## config.mk

```make
export PLATFORM = sky130hd
export DESIGN_NAME = prog_loader
export DESIGN_NICKNAME = d
export VERILOG_FILES = /design/src/rtl/prog_loader_pkg.sv /design/src/rtl/prog_loader.sv
export SDC_FILE = /design/constraint.sdc
export NUM_CORES = 1
export LEC_CHECK = 0
export CORE_MARGIN = 2
export CORE_UTILIZATION = 46
export CTS_BUF_LIST = sky130_fd_sc_hd__clkbuf_8 sky130_fd_sc_hd__clkbuf_16
export CTS_CLUSTER_DIAMETER = 60
export DETAILED_ROUTE_END_ITERATION = 10
export GPL_TIMING_DRIVEN = 0
export HOLD_SLACK_MARGIN = 0.1
export MAX_ROUTING_LAYER = met4
export PLACE_DENSITY_LB_ADDON = 0.08
export SLEW_MARGIN = 20
export SYNTH_ARGS = -nofsm -noshare
export SYNTH_HDL_FRONTEND = slang
export SYNTH_SLANG_ARGS = --single-unit
```

## constraint.sdc

```tcl
create_clock -name clk -period 2.93 [get_ports clk]
set_clock_uncertainty 0.2 [all_clocks]
set_input_delay 0.586 -clock clk [delete_from_list [all_inputs] [get_ports clk]]
set_output_delay 0.586 -clock clk [all_outputs]
set_load 0.01 [all_outputs]
```

## src/rtl/prog_loader_pkg.sv

```systemverilog
// Shared CPU package: loader FSM states and default depth, plus the core's
// opcode and ALU operation encodings used elsewhere in the datapath.
package prog_loader_pkg;

    typedef enum logic [2:0] {
        LD_IDLE,
        LD_LEN_HI,
        LD_LEN_LO,
        LD_DATA,
        LD_DONE
    } ld_state_t;

    localparam int LD_DEPTH_WORDS = 32;

    typedef enum logic [5:0] {
        OP_RTYPE = 6'h00,
        OP_ADDI  = 6'h01,
        OP_ORI   = 6'h10,
        OP_SW    = 6'h26,
        OP_LW    = 6'h27,
        OP_BEQ   = 6'h30,
        OP_J     = 6'h38,
        OP_HALT  = 6'h3f
    } opcode_t;

    typedef enum logic [2:0] {
        ALU_ADD = 3'd0,
        ALU_SUB = 3'd1,
        ALU_SLL = 3'd2,
        ALU_OR  = 3'd3,
        ALU_AND = 3'd4,
        ALU_SLT = 3'd5,
        ALU_XOR = 3'd6
    } aluop_t;

    // States in which the loader consumes bytes from the stream.
    function automatic logic ld_takes_bytes(input ld_state_t s);
        return (s == LD_LEN_HI) || (s == LD_LEN_LO) || (s == LD_DATA);
    endfunction

endpackage

```

## src/rtl/prog_loader.sv

```systemverilog
// Byte-stream program loader: reads a 16-bit big-endian word count, then packs
// bytes into big-endian words and writes them to instruction memory while the CPU is held.
module prog_loader
    import prog_loader_pkg::*;
#(
    parameter int          DEPTH_WORDS = LD_DEPTH_WORDS,
    parameter logic [31:0] BASE_ADDR   = 32'h0000_0000
) (
    input  logic        clk,
    input  logic        rst,
    input  logic        start,
    input  logic        in_valid,
    input  logic [7:0]  in_data,
    output logic        in_ready,
    output logic        im_we,
    output logic [31:0] im_addr,
    output logic [31:0] im_wdata,
    output logic        cpu_hold,
    output logic        done,
    output logic        err
);

    localparam int IW = $clog2(DEPTH_WORDS) + 1;

    ld_state_t       state, state_d;
    logic [7:0]      len_hi, len_hi_d;
    logic [IW-1:0]   last_idx, last_idx_d;
    logic [IW-1:0]   widx, widx_d;
    logic [1:0]      bcnt, bcnt_d;
    logic [31:0]     asmb, asmb_d;
    logic            in_ready_d, im_we_d, cpu_hold_d, done_d, err_d;
    logic [31:0]     im_addr_d, im_wdata_d;
    logic            hs;
    logic [15:0]     n_word;

    assign hs     = in_valid & in_ready;
    assign n_word = {len_hi, in_data};

    always_comb begin
        state_d    = state;
        len_hi_d   = len_hi;
        last_idx_d = last_idx;
        widx_d     = widx;
        bcnt_d     = bcnt;
        asmb_d     = asmb;
        im_we_d    = 1'b0;
        im_addr_d  = im_addr;
        im_wdata_d = im_wdata;
        done_d     = 1'b0;
        err_d      = err;

        case (state)
            LD_IDLE: begin
                if (start) begin
                    state_d = LD_LEN_HI;
                    err_d   = 1'b0;
                    widx_d  = '0;
                    bcnt_d  = '0;
                    asmb_d  = '0;
                end
            end
            LD_LEN_HI: begin
                if (hs) begin
                    len_hi_d = in_data;
                    state_d  = LD_LEN_LO;
                end
            end
            LD_LEN_LO: begin
                if (hs) begin
                    if (n_word == 16'd0) begin
                        state_d = LD_DONE;
                    end else if (n_word > 16'(DEPTH_WORDS)) begin
                        err_d   = 1'b1;
                        state_d = LD_IDLE;
                    end else begin
                        last_idx_d = IW'(n_word - 16'd1);
                        state_d    = LD_DATA;
                    end
                end
            end
            LD_DATA: begin
                if (hs) begin
                    asmb_d = {asmb[23:0], in_data};
                    bcnt_d = bcnt + 2'd1;
                    if (bcnt == 2'd3) begin
                        im_we_d    = 1'b1;
                        im_wdata_d = {asmb[23:0], in_data};
                        im_addr_d  = BASE_ADDR + (32'(widx) << 2);
                        widx_d     = widx + IW'(1);
                        // Leave DATA on the same edge the final write is issued.
                        if (widx == last_idx)
                            state_d = LD_DONE;
                    end
                end
            end
            LD_DONE: begin
                state_d = LD_IDLE;
                done_d  = 1'b1;
            end
            default: state_d = LD_IDLE;
        endcase

        in_ready_d = ld_takes_bytes(state_d);
        // Hold extends through the registered done pulse that follows DONE.
        cpu_hold_d = (state_d != LD_IDLE) || (state == LD_DONE);
    end

    always_ff @(posedge clk or posedge rst) begin
        if (rst) begin
            state    <= LD_IDLE;
            len_hi   <= '0;
            last_idx <= '0;
            widx     <= '0;
            bcnt     <= '0;
            asmb     <= '0;
            in_ready <= 1'b0;
            im_we    <= 1'b0;
            im_addr  <= '0;
            im_wdata <= '0;
            cpu_hold <= 1'b0;
            done     <= 1'b0;
            err      <= 1'b0;
        end else begin
            state    <= state_d;
            len_hi   <= len_hi_d;
            last_idx <= last_idx_d;
            widx     <= widx_d;
            bcnt     <= bcnt_d;
            asmb     <= asmb_d;
            in_ready <= in_ready_d;
            im_we    <= im_we_d;
            im_addr  <= im_addr_d;
            im_wdata <= im_wdata_d;
            cpu_hold <= cpu_hold_d;
            done     <= done_d;
            err      <= err_d;
        end
    end

endmodule

```

# Word-level counts from Yosys, hierarchy flattened
# Index checks and enable logic that the tools add are counted.
word_totals:
  register_bits: 92
  elab_cells: 77
  out_inout_bits: 69
  in_bits: 12
classes:
  add_sub_neg: 3
  reduce_logical: 14
  muxes: 28
  n_lt_le_gt_ge: 1
  eq_ne: 15
  bitwise_logic: 3
op_table:
  columns: ["cell", "count"]
  rows:
  - ["24-bit 2-to-1 mux", 2]
  - ["24-bit case mux with 2 select lines", 1]
  - ["3-bit 2-to-1 mux", 7]
  - ["6-bit 2-to-1 mux", 3]
  - ["16-bit by 6-bit > comparator with 1-bit output (second input constant)", 1]
  - ["16-bit logical NOT", 1]
  - ["3-bit by 2-bit equality test with 1-bit output (second input constant)", 4]
  - ["2-bit != test (second input constant)", 6]
  - ["3-bit case mux with 4 select lines", 1]
  - ["6-bit case mux with 2 select lines", 1]
  - ["1-bit 2-to-1 mux", 8]
  - ["4-bit AND reduction", 2]
  - ["6-bit by 1-bit adder with 6-bit output (second input constant)", 1]
  - ["3-bit by 1-bit equality test with 1-bit output (second input constant)", 2]
  - ["6-bit equality test", 1]
  - ["2-bit 2-to-1 mux", 3]
  - ["3-bit AND reduction", 2]
  - ["6-bit by 1-bit subtractor with 6-bit output (second input constant)", 1]
  - ["5-bit AND reduction", 1]
  - ["2-bit case mux with 2 select lines", 1]
  - ["2-bit nonzero test", 2]
  - ["3-bit equality test (second input constant)", 1]
  - ["3-bit logical NOT", 1]
  - ["1-bit logical OR", 3]
  - ["7 further kinds", 8]

# Logic depth before layout (Yosys ltp)
logic_depth:
  word_depth: 8
  mapped_depth: 8

# Worst setup path before layout
# No wires, ideal clock.
synth_path:
  kind: "input -> register"
  startpoint: "in in_data[0]"
  endpoint: "reg cpu_hold"
  setup_slack_ns: 0.477
  t_arrival_ns: 2.114
  n_path_buf: 0
  stages: 7
  required_ns: 2.591
  setup_ns: 0.139
  path_cell_list: "inv_1 > ha_1 > or4b_4 > nor2_4 > nand4b_4 > nand3_4 > or4_4"
synth_between:
  elab_chain_cells: 7
synth_lines:
  columns: ["item", "line_no", "text"]
  rows:
  - ["start: declaration", "prog_loader.sv:13", "input logic [7:0] in_data,"]
  - ["16-bit by 6-bit > comparator with 1-bit output", "prog_loader.sv:72", "end else if (n_word > 16'(DEPTH_WORDS)) begin"]
  - ["2-bit 2-to-1 mux", "prog_loader.sv:72", null]
  - ["3-bit 2-to-1 mux (*)", "prog_loader.sv:70", "if (n_word == 16'd0) begin"]
  - ["3-bit 2-to-1 mux (*)", "prog_loader.sv:69", "if (hs) begin"]
  - ["3-bit case mux with 4 select lines (*)", "prog_loader.sv:52", "case (state)"]
  - ["via state_d[0]", "prog_loader.sv:25", "ld_state_t state, state_d;"]
  - ["3-bit nonzero test (*)", "prog_loader.sv:105", "cpu_hold_d = (state_d != LD_IDLE) || (state == LD_DONE);"]
  - ["1-bit logical OR (*)", "prog_loader.sv:105", null]
  - ["via cpu_hold_d", "prog_loader.sv:31", "logic in_ready_d, im_we_d, cpu_hold_d, done_d, err_d;"]
  - ["end signal: assignment", "prog_loader.sv:134", "cpu_hold <= cpu_hold_d;"]
  - ["end: declaration", "prog_loader.sv:18", "output logic cpu_hold,"]
# Mark *: on every way through the listed nets, which the timed path passes. The rest lies on a longest branch.
# A chain may end at the register's enable or synchronous reset.

# Final worst setup path
# Ends and elaborated chain as after synthesis.

==> run_summary.xml <==
<?xml version="1.0" encoding="UTF-8"?>
<metrics>
  <group name="global_route">
    <metric name="number_of_antenna_violations_at_the_first_check_in_global_routing" unit="">0</metric>
    <metric name="grt_pass1_wl" unit="um">13900</metric>
    <metric name="grt_start_max_net_pins" unit="">24</metric>
    <metric name="grt_util_all_layers" unit="">0.189</metric>
    <metric name="via_count_of_the_first_global_routing_pass" unit="">2728</metric>
    <metric name="global_route_total_overflow" unit="">0</metric>
  </group>
  <group name="clock_network">
    <metric name="cts_htree_levels" unit="">3</metric>
    <metric name="clkTransAtPathRegs" unit="ns">0.09</metric>
    <metric name="cts_tree" unit="">yes</metric>
    <metric name="clk-insertion-delay-late" unit="ns">0.36</metric>
    <metric name="cts-buffers-inserted" unit="">9</metric>
    <metric name="clock_path_buffers" unit="">2</metric>
    <metric name="ctsRootBufferMaster" unit="">sky130_fd_sc_hd__clkbuf_8</metric>
    <metric name="cts.sink_count" unit="">92</metric>
  </group>
  <group name="critical_path">
    <metric name="worst_setup_path_category" unit="">in2reg</metric>
    <metric name="critical_path_arrival" unit="ns">2.77</metric>
    <metric name="timing.critical_path.required" unit="ns">2.96</metric>
    <metric name="critical_path_peak_fanout" unit="">10</metric>
    <metric name="type_of_element_launching_the_critical_path" unit="">input pin</metric>
    <metric name="cp-end-kind" unit="">register</metric>
    <metric name="worstReg2RegStart" unit="">state[1]</metric>
    <metric name="critPathLaunch" unit="">in_data[0]</metric>
  </group>
  <group name="final_layout">
    <metric name="final_net_count" unit="">459</metric>
    <metric name="antennaDiodeCount" unit="">0</metric>
    <metric name="area_growth" unit="%">26.3</metric>
    <metric name="stdcell_count" unit="">556</metric>
    <metric name="layout.core_utilization" unit="">0.595</metric>
    <metric name="drive_gt1_frac" unit="">0.254</metric>
    <metric name="layout.cell_area.non_filler" unit="um^2">5140</metric>
  </group>
  <group name="timing">
    <metric name="timing_hold_violations_final" unit="">0</metric>
    <metric name="max_freq" unit="GHz">0.365</metric>
    <metric name="period_needed" unit="ns">2.74</metric>
    <metric name="timing.max_slew.rel_slack" unit="">0.525</metric>
    <metric name="timing.final.setup_violations" unit="">0</metric>
    <metric name="hold_slack" unit="ns">0.273</metric>
    <metric name="final_worst_path_period_share" unit="">0.935</metric>
    <metric name="final_max_slew_viol_count" unit="">0</metric>
    <metric name="tightestPinTransition" unit="ns">0.708</metric>
    <metric name="rsz0062_at_grt" unit="">false</metric>
    <metric name="tns" unit="ns">0</metric>
  </group>
  <group name="detailed_routing">
    <metric name="wl_per_cell" unit="um">14.7</metric>
    <metric name="drt-initial-drc-count" unit="">99</metric>
    <metric name="routed_wirelength" unit="um">8150</metric>
    <metric name="post_drt_via_cell_ratio" unit="">4.94</metric>
    <metric name="drt_first_pass_iters" unit="">4</metric>
    <metric name="routed-via-count" unit="">2749</metric>
    <metric name="detail_route.drc_violations" unit="">0</metric>
    <metric name="number_of_nets_with_antenna_violations_after_routing" unit="">0</metric>
  </group>
  <group name="logic_synthesis">
    <metric name="synth_fa_ha_area_frac" unit="">0.0123</metric>
    <metric name="synth_top_family_by_area" unit="">simple AND/OR/NAND/NOR gates</metric>
    <metric name="asyncSetResetFlopFracSynth" unit="">1.00</metric>
    <metric name="synth_compound_gate_area_share" unit="">0.0274</metric>
    <metric name="number_of_enable_type_register_cells_in_the_synthesized_netlist" unit="">0</metric>
    <metric name="yosysWarnings" unit="">0</metric>
    <metric name="yosysSeqAreaShare" unit="">0.566</metric>
    <metric name="syn-mean-instance-area" unit="um^2">11.7</metric>
    <metric name="post_synth_and_or_nand_nor_area_fraction" unit="">0.157</metric>
    <metric name="primary_flip_flop_cell_chosen_by_synthesis_mapping" unit="">sky130_fd_sc_hd__dfrtp_1</metric>
    <metric name="ys_seq_elements" unit="">92</metric>
    <metric name="mappedNetlistArea" unit="um^2">4070</metric>
    <metric name="synthDistinctLibCells" unit="">40</metric>
    <metric name="cells_after_synth" unit="">349</metric>
    <metric name="synth.area.mux_share" unit="">0.138</metric>
    <metric name="synthXorXnorAreaFrac" unit="">0.0301</metric>
  </group>
  <group name="placed_design">
    <metric name="hpwl" unit="um">5930</metric>
    <metric name="place.detailed.instances" unit="">540</metric>
    <metric name="placed_cell_area" unit="um^2">4950</metric>
    <metric name="io_buffers" unit="">54</metric>
    <metric name="routabilityCongestion" unit="">0.817</metric>
  </group>
  <group name="die">
    <metric name="start_util" unit="">0.471</metric>
    <metric name="die_y" unit="um">98.1</metric>
    <metric name="placeableCoreArea" unit="um^2">8640</metric>
    <metric name="i_o_pins" unit="">81</metric>
    <metric name="dieArea" unit="um^2">9620</metric>
    <metric name="fp-row-count" unit="">34</metric>
    <metric name="die_x" unit="um">98.1</metric>
  </group>
  <group name="flow_run">
    <metric name="drv.max_cap_violation_count" unit="">0</metric>
  </group>
  <group name="outcome">
    <metric name="result_of_the_run" unit="">complete, no violations</metric>
  </group>
  <group name="min_path">
    <metric name="worst_hold_startpoint" unit="">asmb[22]</metric>
    <metric name="min_path_type" unit="">reg2reg</metric>
  </group>
  <group name="power_and_ir_drop">
    <metric name="worst_ir_drop_vdd" unit="uV">282</metric>
    <metric name="power_per_cell_area" unit="nW/um^2">697</metric>
    <metric name="cellLeakagePower" unit="nW">2.57</metric>
  </group>
</metrics>
## path summary, 6_finish.rpt
| check | slack (ns) | end | depth (start not counted) |
|---|---|---|---|
| max | 0.19 | cpu_hold | 8 |
| min | 0.27 | asmb[22] | 2 |
| max reg2reg | 0.40 | im_wdata[29] | 5 |
| min reg2reg | 0.27 | asmb[22] | 2 |
| max in group asynchronous | 1.24 | asmb[14] | 6 |
| min in group asynchronous | 0.35 | im_addr[3] | 2 |
## state kept, by name, summed over array words and instances (netlist names), 2 cells and up
register,flops
im_wdata,32
asmb,24
len_hi,8
im_addr,6
last_idx,6
widx,6
state,3
bcnt,2
## Yosys cell counts (3+ instances only)
master                     count  area (um^2)
sky130_fd_sc_hd__xnor2_1      10         87.6
sky130_fd_sc_hd__dfrtp_1      92         2300
sky130_fd_sc_hd__ha_1          4         50.1
sky130_fd_sc_hd__buf_4        26          195
sky130_fd_sc_hd__inv_1         3         11.3
sky130_fd_sc_hd__nor2_1       17         63.8
sky130_fd_sc_hd__o21ai_0       3         15.0
sky130_fd_sc_hd__mux2_2       50          563
sky130_fd_sc_hd__nor3_1        3         15.0
sky130_fd_sc_hd__buf_2         8         40.0
sky130_fd_sc_hd__clkbuf_1      8         30.0
sky130_fd_sc_hd__nand3_1      27          135
sky130_fd_sc_hd__nand2_1      61          229
sky130_fd_sc_hd__xor2_1        4         35.0
sky130_fd_sc_hd__o31ai_1       4         30.0
## cell type report
cell class	instances	area, um^2
plain buffers	42	265
clock buffers	9	124
clock inverters	7	50.0
fillers	747	3490
inverters	3	15.0
multi-input cells	237	1600
flip-flops and latches	92	2300
well taps	108	135
repair buffers	58	651
## worst max-delay path, cell delays in order
cell	delay, ns
sky130_fd_sc_hd__clkdlybuf4s50_1	0.49
sky130_fd_sc_hd__inv_1	0.14
sky130_fd_sc_hd__ha_1	0.14
sky130_fd_sc_hd__or4b_4	0.48
sky130_fd_sc_hd__nor2_4	0.10
sky130_fd_sc_hd__nand4b_4	0.22
sky130_fd_sc_hd__nand3_4	0.09
sky130_fd_sc_hd__or4_4	0.52
## cells by family (layout without fill, tap and decap cells)
logic type               after synthesis  count (layout)
other                                  1              26
multiplexers                          50              50
XOR/XNOR                              14              14
flip-flops                            92              92
AND/OR/NAND/NOR                      127             127
adder cells (fa/ha/maj)                4               4
buffers and inverters                 45             119
AO/OA/AOI/OAI                         16              16
## metal layers
layer,up-vias,GRT usage,routed length (um)
li1,1321,-,-
met1,1342,0.258,3760
met2,75,0.281,3850
met3,11,0.0344,395
met4,0,0.0759,137
met5,-,-,0
## where the power goes
| part | internal [W] | switching, W | leakage, nW |
|---|---|---|---|
| Clock | 0.000311 | 0.000456 | 0.0874 |
| Sequential | 0.00157 | 0.000204 | 1.24 |
| Combinational | 0.000485 | 0.000560 | 1.24 |
## cells in the final DEF (no fill, tap or decap), types with 9 or more instances in the layout
master and n:
sky130_fd_sc_hd__nor2_1 17, sky130_fd_sc_hd__xnor2_1 10, sky130_fd_sc_hd__dfrtp_1 92, sky130_fd_sc_hd__buf_4 26, sky130_fd_sc_hd__clkdlybuf4s50_1 54, sky130_fd_sc_hd__nand2_1 61
sky130_fd_sc_hd__nand3_1 27, sky130_fd_sc_hd__conb_1 26, sky130_fd_sc_hd__mux2_2 50, sky130_fd_sc_hd__clkbuf_8 9
## per-stage QoR
stage / worst slack, ns / total power [W]
final: 0.189 / 0.00358
after global routing: 0.0770 / 0.00384
after CTS: 0.185 / 0.00360
after detailed placement: -0.194 / 0.00284
after global placement: -0.183 / 0.00279
after floorplan: 0.477 / 0.00244
## repair_timing
| action | 4_1_cts | 5_1_grt |
|---|---|---|
| gates resized for setup | 0 | 1 |
| hold endpoints to repair | 0 | 0 |
| buffers inserted | 0 | 0 |
| setup endpoints to repair | 0 | 4 |
| hold buffers | 0 | 0 |
No activity file was read; power rests on OpenSTA's default activity.
